`src/rtl/quad_counter.sv`:
```
`default_nettype none
// ============================================================================
// quad_counter : sync, glitch-filter and 4x decode of an A/B/Z encoder,
//                with wrapping position count, index latch and SPI snapshot.
// Rev 1.0
// ============================================================================
module quad_counter #(
  parameter int W    = 16,
  parameter int FILT = 4
) (
  input  logic         clk,
  input  logic         rst_n,
  input  logic         ce,
  input  logic         enc_a,
  input  logic         enc_b,
  input  logic         enc_z,
  input  logic         snap,
  input  logic         clr,
  output logic [W-1:0] count_snap,
  output logic [W-1:0] idx_pos,
  output logic         idx_seen,
  output logic         err
);

  localparam int            CW       = 4;
  localparam logic [CW-1:0] FILT_TOP = CW'(FILT);

  // Bit order for the three channels: 0 = A, 1 = B, 2 = Z
  logic [2:0]   raw;
  logic [2:0]   sync1;
  logic [2:0]   sync2;
  logic [2:0]   filt;

  logic [1:0]   ab_prev;
  logic         z_prev;
  logic [W-1:0] count;

  logic [1:0]   pos_cur;
  logic [1:0]   pos_prev;
  logic [1:0]   delta;
  logic         step_up;
  logic         step_dn;
  logic         illegal;
  logic         z_rise;
  logic [W-1:0] count_next;

  assign raw = {enc_z, enc_b, enc_a};

  always_ff @(posedge clk or negedge rst_n) begin
    if (!rst_n) begin
      sync1 <= '0;
      sync2 <= '0;
    end else begin
      sync1 <= raw;
      sync2 <= sync1;
    end
  end

  // A new level is accepted only after FILT consecutive disagreeing ce samples
  generate
    for (genvar i = 0; i < 3; i++) begin : g_filt
      logic [CW-1:0] cnt;
      logic          lvl;

      always_ff @(posedge clk or negedge rst_n) begin
        if (!rst_n) begin
          cnt <= '0;
          lvl <= 1'b0;
        end else if (ce) begin
          if (sync2[i] == lvl) begin
            cnt <= '0;
          end else if (cnt == FILT_TOP - CW'(1)) begin
            cnt <= '0;
            lvl <= sync2[i];
          end else begin
            cnt <= cnt + CW'(1);
          end
        end
      end

      assign filt[i] = lvl;
    end
  endgenerate

  // Gray {A,B} to binary phase so direction falls out of a 2-bit difference
  assign pos_cur  = {filt[0], filt[0] ^ filt[1]};
  assign pos_prev = {ab_prev[1], ab_prev[1] ^ ab_prev[0]};
  assign delta    = pos_cur - pos_prev;
  assign step_up  = (delta == 2'd1);
  assign step_dn  = (delta == 2'd3);
  assign illegal  = (delta == 2'd2);
  assign z_rise   = filt[2] & ~z_prev;

  always_comb begin
    count_next = count;
    if (step_up) begin
      count_next = count + W'(1);
    end else if (step_dn) begin
      count_next = count - W'(1);
    end
  end

  always_ff @(posedge clk or negedge rst_n) begin
    if (!rst_n) begin
      ab_prev    <= 2'b00;
      z_prev     <= 1'b0;
      count      <= '0;
      count_snap <= '0;
      idx_pos    <= '0;
      idx_seen   <= 1'b0;
      err        <= 1'b0;
    end else begin
      ab_prev <= {filt[0], filt[1]};
      z_prev  <= filt[2];

      // Snapshot always takes the pre-update count, even alongside clr
      if (snap) begin
        count_snap <= count;
      end

      if (clr) begin
        count    <= '0;
        err      <= 1'b0;
        idx_seen <= 1'b0;
      end else begin
        count <= count_next;
        if (illegal) begin
          err <= 1'b1;
        end
        if (z_rise) begin
          idx_pos  <= count_next;
          idx_seen <= 1'b1;
        end
      end
    end
  end

endmodule
`default_nettype wire
```
`config.mk`:
```
export PLATFORM = sky130hd
export DESIGN_NAME = quad_counter
export DESIGN_NICKNAME = d
export VERILOG_FILES = /design/src/rtl/quad_counter.sv
export SDC_FILE = /design/constraint.sdc
export NUM_CORES = 1
export LEC_CHECK = 0
export BUFFER_PORTS_ARGS = -buffer_cell sky130_fd_sc_hd__buf_2
export CAP_MARGIN = 20
export CORE_ASPECT_RATIO = 0.75
export CORE_UTILIZATION = 50
export CTS_CLUSTER_SIZE = 12
export DETAILED_ROUTE_END_ITERATION = 8
export PLACE_DENSITY = 0.72
export SYNTH_ARGS = -nofsm -noshare
export SYNTH_HDL_FRONTEND = slang
export SYNTH_SLANG_ARGS = --single-unit
```
`constraint.sdc`:
```
create_clock -name clk -period 2.57 [get_ports clk]
set_clock_uncertainty 0.05 [all_clocks]
set_input_delay 0 -clock clk [delete_from_list [all_inputs] [get_ports clk]]
set_output_delay 0 -clock clk [all_outputs]
set_load 0.05 [all_outputs]
```
==> results by group <==
Drt
  • DR iter-0 viols: 239
  • Routed Antenna Nets: 0
  • Routed wire length: 7.11 mm
  • Average wire per standard cell: 15.9 µm
  • Remaining DRCs: 0
  • Drt pass-1 iters: 5
  • Vias per cell: 5.70
  • Routed via count: 2555

GRT
  • Global route overflow: 0
  • Gr usage total: 21.0%
  • Initial antenna violation count: 0
  • Vias in the first global route: 2274
  • Largest net degree at the start of global routing: 41
  • Global-route wire length before repair: 11.6 mm

Critical path
  • Largest fanout on the critical path: 13
  • RR Endpoint: idx_pos[12]$_DFFE_PN0P_
  • Worst path arrival time: 2560 ps
  • R2R cell count: 7
  • CP Capture Type: flop
  • Required time worst endpoint: 2750 ps
  • Crit path from: ab_prev[1]$_DFF_PN0_
  • FF-to-FF setup slack: 190 ps
  • Critical setup path kind: reg -> reg
  • RR Startpoint: ab_prev[1]$_DFF_PN0_
  • Startpoint Class: flop
  • Crit path to: idx_pos[12]$_DFFE_PN0P_

Clock network
  • Clk Tree Root Cell: clkbuf_8
  • Clock buffer depth: 2
  • Clock Latency Late Sink: 340 ps
  • Clock transition at the registers of the reported paths: 80 ps
  • Cts bufs inserted: 9
  • H-tree depth: 3
  • CTS tree: done
  • Number of setup buffers added after CTS: 0
  • CTS Sinks: 74

Floorplan
  • Die Height: 73.6 µm
  • Core area: 0.00644 mm²
  • Width of the die: 97.5 µm
  • I/O pin cnt: 42
  • Num rows: 25
  • DIE AREA: 0.00718 mm²
  • Initial Utilization: 53.1%

Timing
  • Endpoints failing hold: 0
  • Number of setup violations in the final report: 0
  • Total Neg Setup Slack: 0 ps
  • Min cycle time layout: 2380 ps
  • Slew Viols, Final: 0
  • Slew @ Worst Pin: 794 ps
  • RSZ-0062 raised after global routing: no
  • Final period utilization: 92.7%
  • Relative slew slack: 47.0%
  • F_max: 420 MHz

Yosys
  • Post-synth top area share: 54.2%
  • Cells after Synth: 315
  • Yosys top cell by area: dfrtp_1
  • Synth top area cells: dfrtp_1 (54%), mux2_2 (6.3%), o21ai_0 (3.8%)
  • Avg Inst Size Synth: 10.9 µm²
  • Post-synth EDFFs: 0
  • Mapped Nets: 329
  • Yosys reg bits: 74
  • Most used flip-flop cell after synthesis: dfrtp_1
  • Synthesized area: 0.00342 mm²
  • Synth warnings: 0
  • Post-synth cell types: 47
  • Sequential cell area fraction in the yosys report: 54.2%
  • Asr flop ratio synth: 100%

Final layout
  • Antenna Cells: 0
  • Nets: 376
  • Post-layout util: 61.7%
  • Area Growth Syn to Fin: 16.4%
  • Layout cells sized above 1: 23.4%

Place
  • Final HPWL DP: 4.92 mm
  • GPL Wtd Cong: 0.931
  • Port Buf Inserts: 41

Worst hold path
  • Hold/Removal Path Class: in -> reg

Flow run
  • Max_cap viols: 0

Status
  • Outcome: completed
## sequential cells by signal (all words and copies together) (netlist names)
| signal | cells |
|---|---|
| ab_prev | 2 |
| count | 16 |
| count_snap | 16 |
| err | 1 |
| g_filt.cnt | 12 |
| g_filt.lvl | 3 |
| idx_pos | 16 |
| idx_seen | 1 |
| sync1 | 3 |
| sync2 | 3 |
| z_prev | 1 |
## critical path, cell delays in order (launching register included)
cell	delay, ps
dfrtp_1	430
xor2_1	200
ha_1	210
xor3_2	390
nor4_1	460
o22ai_1	190
xor2_1	220
o21ai_0	110
## cell type report
| type | count | area [µm²] |
|---|---|---|
| Inverter | 13 | 48.8 |
| Timing Repair Buffer | 52 | 313 |
| Fill cell | 533 | 2460 |
| Clock buffer | 9 | 124 |
| Tap cell | 81 | 101 |
| Sequential cell | 74 | 1850 |
| Clock inverter | 7 | 116 |
| Multi-Input combinational cell | 212 | 1420 |
## how the worst min path moves through the flow
stage / start / endpoint / cells after the start
global placement: enc_z / sync1[2]$_DFF_PN0_ / 1
detailed placement: enc_a / sync1[0]$_DFF_PN0_ / 1
finish: ce / g_filt[0].cnt[0]$_DFFE_PN0P_ / 2
CTS: ce / g_filt[0].cnt[0]$_DFFE_PN0P_ / 2
global route: ce / g_filt[0].cnt[0]$_DFFE_PN0P_ / 2
floorplan: rst_n / ab_prev[0]$_DFF_PN0_ / 0
## Yosys cell counts (all sizes together) (2+ instances only)
cell / n
xor2: 10
xnor2: 9
mux2: 19
o31ai: 3
nand2: 27
dfrtp: 74
a32o: 2
nand3b: 3
o21ai: 26
nor3: 4
a22oi: 2
clkbuf: 11
a32oi: 2
mux2i: 3
nor4: 5
nor2: 25
nand3: 15
and3: 5
or3: 3
nand4: 6
inv: 13
a21oi: 9
o311ai: 3
and2: 3
and4: 2
ha: 6
buf: 5
nor2b: 3
nor3b: 2
## what timing repair did
action | CTS | global route
hold buffers | 5 | 0
endpoints found under the hold margin | 43 | 0
resized for setup | 0 | 0
## cell families (layout without fill, tap and decap cells)
family	Yosys count	after routing	share of synthesized area [%]
and+or+nand+nor	108	108	16.0
DFF	74	74	54.2
AOI/OAI and AO/OA	55	55	9.99
buffers and inverters	29	81	4.21
muxes	22	22	7.14
xor gates and xnor gates	21	21	6.29
adders and majority gates	6	6	2.20
## cells in the final DEF, fill, tap and decap left out, types with 4 or more instances in the layout
cell type,instances
nand4_1,6
nand2_1,27
and3_1,5
clkbuf_8,9
xnor2_1,9
nand3_1,15
dlygate4sd3_1,5
o21ai_0,26
buf_2,41
xor2_1,10
mux2_2,19
ha_1,6
a21oi_1,9
nor2_1,25
buf_4,5
inv_1,13
dfrtp_1,74
nor3_1,4
nor4_1,5
## metrics by stage
step	hold WS (ps)	std cells	setup WS (ps)	instance area [µm²]
floorplan	-346	315	278	3420
global placement	58.2	427	267	3690
global route	62.5	448	16.9	3980
CTS	12.5	448	195	3980
finish	33.8	448	189	3980
detailed placement	59.8	427	226	3690
## layer usage
| layer | vias up | global-route usage (%) | wire length [µm] |
|---|---|---|---|
| li1 | 1210 | - | - |
| met1 | 1217 | 32.5 | 3600 |
| met4 | 0 | 7.52 | 65 |
| met3 | 6 | 5.90 | 632 |
| met5 | - | 0 | 0 |
| met2 | 122 | 27.7 | 2810 |
Power is not shown: default switching activity piles up to over one toggle a cycle in this logic, so the estimate is an artifact.
